**src/rtl/vga_sync_decoder.sv**
```systemverilog
// Receive-side VGA timing recovery: flywheel column/row counters re-aligned on
// hsync/vsync leading edges, with per-axis lock qualification and watchdogs.
module vga_sync_decoder #(
  parameter int unsigned H_WHOLE_LINE    = 800,
  parameter int unsigned V_WHOLE_FRAME   = 525,
  parameter int unsigned H_VISIBLE       = 640,
  parameter int unsigned V_VISIBLE       = 480,
  parameter int unsigned H_SYNC_START    = 656,
  parameter int unsigned V_SYNC_START    = 490,
  parameter bit          SYNC_ACTIVE_LOW = 1'b1,
  parameter int unsigned LOCK_COUNT      = 2
) (
  input  logic       clk_i,
  input  logic       reset_i,
  input  logic       hsync_i,
  input  logic       vsync_i,
  output logic [9:0] column_o,
  output logic [9:0] row_o,
  output logic       visible_o,
  output logic       frame_start_o,
  output logic       locked_o,
  output logic       align_err_o
);

  localparam int unsigned LW  = (LOCK_COUNT < 1) ? 1 : $clog2(LOCK_COUNT + 1);
  localparam int unsigned WDW = 12;  // holds 2*1024

  localparam logic [9:0]     H_LAST    = 10'(H_WHOLE_LINE - 1);
  localparam logic [9:0]     V_LAST    = 10'(V_WHOLE_FRAME - 1);
  localparam logic [9:0]     H_LOAD    = 10'(H_SYNC_START);
  localparam logic [9:0]     V_LOAD    = 10'(V_SYNC_START);
  localparam logic [LW-1:0]  LOCK_MAX  = LW'(LOCK_COUNT);
  localparam logic [WDW-1:0] HWD_LIMIT = WDW'(2 * H_WHOLE_LINE);
  localparam logic [WDW-1:0] VWD_LIMIT = WDW'(2 * V_WHOLE_FRAME);
  localparam logic [WDW-1:0] HWD_LAST  = WDW'(2 * H_WHOLE_LINE - 1);
  localparam logic [WDW-1:0] VWD_LAST  = WDW'(2 * V_WHOLE_FRAME - 1);

  // Registered state
  logic           hs_q, vs_q;
  logic [9:0]     col_q, row_q;
  logic [LW-1:0]  h_lock_q, v_lock_q;
  logic [WDW-1:0] h_wd_q, v_wd_q;
  logic           align_err_q;

  // Next-state terms
  logic           hs_act, vs_act, h_edge, v_edge;
  logic           col_wrap, line_tick;
  logic [9:0]     col_free, row_free, col_d, row_d;
  logic           h_fix, v_fix, h_clean, v_clean;
  logic           h_wd_expire, v_wd_expire;
  logic [LW-1:0]  h_lock_d, v_lock_d;
  logic [WDW-1:0] h_wd_d, v_wd_d;
  logic           h_locked, v_locked;

  assign hs_act = SYNC_ACTIVE_LOW ? ~hsync_i : hsync_i;
  assign vs_act = SYNC_ACTIVE_LOW ? ~vsync_i : vsync_i;
  assign h_edge = hs_act & ~hs_q;
  assign v_edge = vs_act & ~vs_q;

  assign h_locked = (h_lock_q == LOCK_MAX);
  assign v_locked = (v_lock_q == LOCK_MAX);

  // NOTE: every variable driven here gets a default first so no path can infer a latch.
  always_comb begin
    col_wrap  = (col_q == H_LAST);
    col_free  = col_wrap ? '0 : col_q + 10'd1;
    col_d     = h_edge ? H_LOAD : col_free;
    // A line ends only when the column really goes from last to zero.
    line_tick = col_wrap && (col_d == '0);

    row_free  = row_q;
    if (line_tick) row_free = (row_q == V_LAST) ? '0 : row_q + 10'd1;
    row_d     = v_edge ? V_LOAD : row_free;

    h_fix     = h_edge && (col_free != H_LOAD);
    v_fix     = v_edge && (row_free != V_LOAD);
    h_clean   = h_edge && !h_fix;
    v_clean   = v_edge && !v_fix;

    h_wd_expire = !h_edge && (h_wd_q == HWD_LAST);
    v_wd_expire = !v_edge && line_tick && (v_wd_q == VWD_LAST);

    h_wd_d = h_wd_q;
    if (h_edge)                    h_wd_d = '0;
    else if (h_wd_q != HWD_LIMIT)  h_wd_d = h_wd_q + 1'b1;

    v_wd_d = v_wd_q;
    if (v_edge)                                v_wd_d = '0;
    else if (line_tick && v_wd_q != VWD_LIMIT) v_wd_d = v_wd_q + 1'b1;

    h_lock_d = h_lock_q;
    if (h_fix || h_wd_expire)             h_lock_d = '0;
    else if (h_clean && !h_locked)        h_lock_d = h_lock_q + 1'b1;

    v_lock_d = v_lock_q;
    if (v_fix || v_wd_expire)             v_lock_d = '0;
    else if (v_clean && !v_locked)        v_lock_d = v_lock_q + 1'b1;
  end

  // NOTE: sequential state uses non-blocking assignments so all registers update together.
  always_ff @(posedge clk_i or negedge reset_i) begin
    if (!reset_i) begin
      hs_q        <= 1'b0;
      vs_q        <= 1'b0;
      col_q       <= '0;
      row_q       <= '0;
      h_lock_q    <= '0;
      v_lock_q    <= '0;
      h_wd_q      <= '0;
      v_wd_q      <= '0;
      align_err_q <= 1'b0;
    end else begin
      hs_q        <= hs_act;
      vs_q        <= vs_act;
      col_q       <= col_d;
      row_q       <= row_d;
      h_lock_q    <= h_lock_d;
      v_lock_q    <= v_lock_d;
      h_wd_q      <= h_wd_d;
      v_wd_q      <= v_wd_d;
      align_err_q <= (h_fix || v_fix) && locked_o;
    end
  end

  assign column_o      = col_q;
  assign row_o         = row_q;
  assign locked_o      = h_locked & v_locked;
  assign align_err_o   = align_err_q;
  // The counter sits at (0,0) for exactly one cycle per frame.
  assign frame_start_o = locked_o && (col_q == '0) && (row_q == '0);
  assign visible_o     = locked_o && (32'(col_q) < H_VISIBLE) && (32'(row_q) < V_VISIBLE);

endmodule
```
**config.mk**
```make
export PLATFORM = sky130hd
export DESIGN_NAME = vga_sync_decoder
export DESIGN_NICKNAME = d
export VERILOG_FILES = /design/src/rtl/vga_sync_decoder.sv
export SDC_FILE = /design/constraint.sdc
export NUM_CORES = 1
export LEC_CHECK = 0
export CORE_MARGIN = 1
export CORE_UTILIZATION = 45
export DETAILED_ROUTE_END_ITERATION = 6
export GPL_TIMING_DRIVEN = 1
export HOLD_SLACK_MARGIN = 0.1
export PLACE_DENSITY = 0.67
export SYNTH_ARGS = -nofsm -noshare
export SYNTH_HDL_FRONTEND = slang
export SYNTH_SLANG_ARGS = --single-unit
```
**constraint.sdc**
```tcl
create_clock -name clk_i -period 2.5 [get_ports clk_i]
set_input_delay 0.5 -clock clk_i [delete_from_list [all_inputs] [get_ports clk_i]]
set_output_delay 0.5 -clock clk_i [all_outputs]
set_load 0.01 [all_outputs]
```
==> results of run 1 <==
## area by class of cell
class,count,share of cell area [%]
repair buffers,64,14.1
inverters,19,1.86
multi-input cells,255,45.6
clock inverters,3,0.686
clock buffers,5,1.80
well taps,80,2.61
flip-flops and latches,51,33.4
## metal layers
metal,track usage [%],wire [um],vias up
li1,-,-,1324
met5,0,0,-
met4,5.61,76,0
met2,32.6,3220,60
met1,26.9,3130,1264
met3,3.31,294,7
## power by group
group	internal, W	leakage (nW)	switching, W	total [W]
clock	0.000207	0.0491	0.000308	0.000515
sequential	0.000890	0.648	0.0000662	0.000957
combinational	0.000216	0.898	0.000230	0.000446
total	0.00131	1.59	0.000605	0.00192
## state kept, by name, indices dropped and copies added, names as in the netlist
name,flops
h_wd_q,12
align_err_o,1
vs_q,1
hs_q,1
v_wd_q,12
h_lock_q,2
v_lock_q,2
row_o,10
column_o,10
## cell usage in the layout (no fill, tap or decap), types with 4 or more instances in the layout
cell type / instances
dfrtp_1: 50
nor2_1: 46
buf_4: 37
clkdlybuf4s50_1: 25
nand2_1: 24
inv_1: 19
o21ai_0: 18
nand3_1: 17
a21oi_1: 17
xnor2_1: 14
nand4_1: 11
ha_1: 11
or3_1: 9
xor2_1: 8
nor3_1: 6
o211ai_1: 5
clkbuf_8: 5
and3_1: 4
a31oi_1: 4
## per-stage QoR
stage	setup slack [ns]	power, W	hold WS (ns)
after detailed placement	-0.246	0.00141	0.484
final	0.114	0.00192	0.279
after CTS	0.0878	0.00194	0.313
after global routing	-0.00811	0.00203	0.347
after global placement	-0.218	0.00140	0.471
after floorplan	0.0181	0.00121	0.204
## worst min path at each step
stage                       startpoint                      end  slack [ns]  cells past startpoint
6_report                       reset_i       row_o[4]$_DFF_PN0_        0.28                      2
5_1_grt                        reset_i    v_wd_q[8]$_DFFE_PN0P_        0.35                      2
4_1_cts                        reset_i       row_o[4]$_DFF_PN0_        0.31                      2
3_5_place_dp   v_lock_q[1]$_DFFE_PN0P_  v_lock_q[1]$_DFFE_PN0P_        0.48                      2
3_3_place_gp   v_lock_q[1]$_DFFE_PN0P_  v_lock_q[1]$_DFFE_PN0P_        0.47                      2
2_1_floorplan                  reset_i    align_err_o$_DFF_PN0_        0.20                      0
## worst max-delay path: cells and delay by family (launching register included)
family                     cells  cell delay [ns]
DFF                            1             0.41
buffers and inverters          2             0.60
and+or+nand+nor                3             0.40
adders and majority gates      1             0.16
## kinds of logic after synthesis
group                    Yosys count  share of synthesized area (%)
adder cells (fa/ha/maj)           11                           4.39
XOR/XNOR                          22                           6.15
flip-flops                        51                           40.8
AND/OR/NAND/NOR                  154                           26.7
buffers and inverters             36                           5.47
AO/OA/AOI/OAI                     64                           15.0
multiplexers                       4                           1.48
## timing repair
action                     4_1_cts  5_1_grt
pin swaps                        0        3
setup buffers                    0        1
hold buffers                     0        0
setup endpoints to repair        1        9
resized for setup                3       12
==> run metrics, run 1 <==
maximum vdd ir drop=0.000303 V; Worst Skew=0.00823 ns; final net count=411; HPWL after detailed placement=4800 um; GPL Wtd Cong=0.849; root buffer cell=clkbuf_8; Seq/Total Area, Yosys=40.8%; top-count cell post-synth=dfrtp_1; first-pass GRT wire length=11500 um; 1st-pass router iterations=4; Cell variety after synth=59; Initial Util=46.4%; vias in the first global route=2489; CTS H-tree depth=2; routed vias=2655; antenna fix cells=0; gate count of the mapped netlist=342; largest cells by area after synthesis=dfrtp_1 (41%), nor2_1 (5.6%), ha_1 (4.4%); Area Overhead vs Synth=22.3%; final core utilization=56.7%; CP required=2.00 ns; Initial DRC Count=124; wire length per cell=14.1 um; P per Cell Area=501 nW/um2; Yosys warnings=0; data arrival time of the critical path=1.89 ns; Placed Area=3670 um2; final std cells w/o fill=477; largest net degree at the start of global routing=52; Pleak=1.59 nW; crit path capture=visible_o; Die W=85.4 um; Register Area=1280 um2; flop2flop setup slack=0.18 ns; Ports=28; Worst path max stage delay=0.53 ns; Placement Rows=30; WS Path Type=flip-flop to output port; max_cap viols=0; worst reg2reg path depth=8; total track usage=19.8%; slowest stage cell on the critical path=clkdlybuf4s50_1; Seq cells post-synth=51; Setup violations, final=0; initial antenna violation count=0; CTS clk-pin slew, worst paths=0.11 ns; count of flip-flops with a built-in enable after synthesis=0; post-layout instance area=3830 um2; DR vias/cell=5.57; CTS tree=built; DRC Markers=0; Synth top area share=40.8%; share of cells above drive strength 1=19.4%; Yosys top cell by area=dfrtp_1; area of the multi-input gates=1750 um2; Longest Clk Path Bufs=2; measured slew at the worst slew-check pin=0.655 ns; Mean Syn Cell Area=9.16 um2; setup TNS=0 ns; clock latency on the worst-skew pair=0.31 ns; clk sinks=51; GRT Residual Overflow=0; CP Cell Sequence=inv_1, ha_1, nand2_1, nor2_2, and3_1, clkdlybuf4s50_1; cell area after synthesis=3130 um2; ys flop type=dfrtp_1; CP Launch Point=h_lock_q[0]$_DFFE_PN0P_; FILL cells=623; final worst-path cycle share=95.4%; Worst Setup End Kind=output port; fin. max-slew vios=0; Hold Path Class=input pin to async pin; Die Area=7300 um2; Final ANT Viol Nets=0; most frequent cells after synthesis=dfrtp_1 (51), nor2_1 (47), nand2_1 (24); final hold violations=0; post-synth net total=357; slew margin rel.=56.3%; run status=finished, final reports clean; CP Launch Type=flip-flop; Post-synth ARST share=100%; TritonCTS Buffers=5; dpl cells=468; Post-Route WL=6720 um; launching point of the worst reg2reg path=column_o[0]$_DFF_PN0_; end of the worst register-to-register path=align_err_o$_DFF_PN0_; core area=6760 um2; Final min period=2.39 ns; worst-path fanout max=3; fmax=419 MHz; Die Span Y=85.4 um; port bufs=27
(Power assumes the default switching activity.)
==> inputs of run 2 (changes only) <==
--- a/config.mk
+++ b/config.mk
@@ -6,4 +6,5 @@
 export NUM_CORES = 1
 export LEC_CHECK = 0
+export ABC_AREA = 1
 export CORE_MARGIN = 1
 export CORE_UTILIZATION = 45
@@ -12,4 +13,5 @@
 export HOLD_SLACK_MARGIN = 0.1
 export PLACE_DENSITY = 0.67
+export SETUP_SLACK_MARGIN = 0.02
 export SYNTH_ARGS = -nofsm -noshare
 export SYNTH_HDL_FRONTEND = slang
==> constraint.sdc (replaced) <==
create_clock -name clk_i -period 2.5 [get_ports clk_i]
set_input_delay 0.5 -clock clk_i [delete_from_list [all_inputs] [get_ports clk_i]]
set_output_delay 0.5 -clock clk_i [all_outputs]
set_load 0.05 [all_outputs]
==> run metrics, run 2 <==
run status=finished, final reports clean; Worst Skew=0.0123 ns; Worst path max stage delay=0.46 ns; core area=6790 um2; launching point of the worst reg2reg path=column_o[0]$_DFF_PN0_; Die Area=7370 um2; post-synth net total=452; Placed Area=3590 um2; final std cells w/o fill=569; Pleak=1.84 nW; CTS Hold Bufs=0; CP Cell Sequence=inv_2, ha_1, nand4_1, nor2_1, nand3_1, nor4_4, buf_12; gate count of the mapped netlist=437; clock latency on the worst-skew pair=0.30 ns; Mean Syn Cell Area=7.24 um2; vias in the first global route=2786; measured slew at the worst slew-check pin=0.598 ns; GPL Wtd Cong=0.883; total track usage=21.7%; max_cap viols=0; Initial Util=46.6%; Ports=28; slowest stage cell on the critical path=dfrtp_1; CTS clk-pin slew, worst paths=0.10 ns; final hold violations=0; Synth top area share=40.3%; FILL cells=645; Seq/Total Area, Yosys=40.3%; Yosys top cell by area=dfrtp_1; largest net degree at the start of global routing=25; CP required=2.00 ns; final core utilization=54.5%; Longest Clk Path Bufs=2; Hold WS=0.187 ns; dpl cells=562; worst-path fanout max=5; final worst-path cycle share=91.0%; maximum vdd ir drop=0.000236 V; share of cells above drive strength 1=9.51%; routed vias=2851; initial antenna violation count=0; Seq cells post-synth=51; CP Launch Type=flip-flop; TritonCTS Buffers=5; largest cells by area after synthesis=dfrtp_1 (40%), nand2_1 (12%), inv_1 (8.3%); count of flip-flops with a built-in enable after synthesis=0; HPWL after detailed placement=5420 um; fmax=439 MHz; Die W=85.9 um; Cell variety after synth=33; final net count=488; CTS H-tree depth=2; Worst Setup End Kind=output port; commonest cells after routing, fill and taps aside=nand2_1 (97), inv_1 (69), nor2_1 (61), dfrtp_1 (51), nand3_1 (35); CP Launch Point=row_o[0]$_DFF_PN0_; # Post-CTS Setup Buffers=0; fin. max-slew vios=0; wire length per cell=12.6 um; GRT Residual Overflow=0; ys flop type=dfrtp_1; cell area after synthesis=3160 um2; DRC Markers=0; Die Span Y=85.9 um; root buffer cell=clkbuf_8; Final min period=2.28 ns; top-count cell post-synth=nand2_1; slew margin rel.=60.1%; Final ANT Viol Nets=0; Post-CTS Resized=1; flop2flop setup slack=0.35 ns; worst reg2reg path depth=13; CTS tree=built; Setup violations, final=0; 1st-pass router iterations=4; Yosys warnings=0; biggest regs=h_wd_q (12), v_wd_q (12); most frequent cells after synthesis=nand2_1 (97), inv_1 (70), nor2_1 (61); WS Path Type=flip-flop to output port; Hold Path Class=input pin to async pin; Initial DRC Count=158; Post-Route WL=7150 um; Post-synth ARST share=100%; Area Overhead vs Synth=17.0%; DR vias/cell=5.01; Placement Rows=30; most common cell after layout, fill and taps aside=nand2_1; setup TNS=0 ns; port bufs=27; first-pass GRT wire length=12700 um; data arrival time of the critical path=1.78 ns; clk sinks=51; unrepaired setup endpoints after global routing=false; P per Cell Area=542 nW/um2; end of the worst register-to-register path=v_lock_q[1]$_DFFE_PN0P_; antenna fix cells=0; post-layout instance area=3700 um2
run 2: cell types whose count changed in the layout (fill, tap and decap cells not counted), sizes merged, moves of 6 or more:
cell,before,now
nand2,24,106
inv,21,71
buf,38,10
nand3,17,36
nor2,48,67
xnor2,14,1
or3,10,0
nor3,9,16
o211ai,6,0
run 2: worst max-delay path by stage:
stage,endpoint,cells past startpoint
after global placement,v_lock_q[1]$_DFFE_PN0P_,14
final,frame_start_o,7
after floorplan,frame_start_o,6
after CTS,frame_start_o,7
after detailed placement,v_lock_q[1]$_DFFE_PN0P_,14
after global routing,frame_start_o,7
run 2: logic make-up (layout without fill, tap and decap cells):
| kind of cell | Yosys count | in the layout | synth area share, % |
|---|---|---|---|
| simple gates | 249 | 249 | 36.4 |
| buf+inv | 76 | 112 | 9.37 |
| xor+xnor | 10 | 10 | 2.77 |
| fa+ha+maj | 11 | 11 | 4.35 |
| compound gates | 40 | 40 | 6.76 |
| flops | 51 | 51 | 40.3 |
run 2: cell type report:
type                    count  area (um2)  area share (%)
multi-input cells         310        1610            43.6
flip-flops and latches     51        1280            34.5
repair buffers             34         324            8.75
inverters                  71         267            7.20
well taps                  96         120            3.24
clock buffers               6        72.6            1.96
clock inverters             1        30.0           0.811
run 2: metal layers:
metal	GRT usage [%]	wire, um	vias to the layer above
li1	-	-	1456
met1	28.1	3400	1332
met2	36.1	3410	51
met3	3.95	238	12
met4	8.94	96	0
met5	0	0	-
run 2: per-stage QoR:
| stage | power (W) | setup slack (ns) |
|---|---|---|
| finish | 0.00201 | 0.224 |
| global route | 0.00213 | 0.0651 |
| CTS | 0.00203 | 0.121 |
| detailed placement | 0.00146 | 0.0765 |
| global placement | 0.00144 | 0.236 |
| floorplan | 0.00130 | -0.103 |
run 2: critical path, delay by kind of cell (launching register included):
family                   cells  cell delay [ns]
adder cells (fa/ha/maj)      1             0.20
buffers and inverters        2             0.31
flip-flops                   1             0.46
AND/OR/NAND/NOR              4             0.51
run 2: where the power goes:
group	switching, W	leakage (nW)	internal, W
Clock	0.000270	0.0513	0.000294
Sequential	0.0000684	0.644	0.000900
Combinational	0.000319	1.14	0.000156
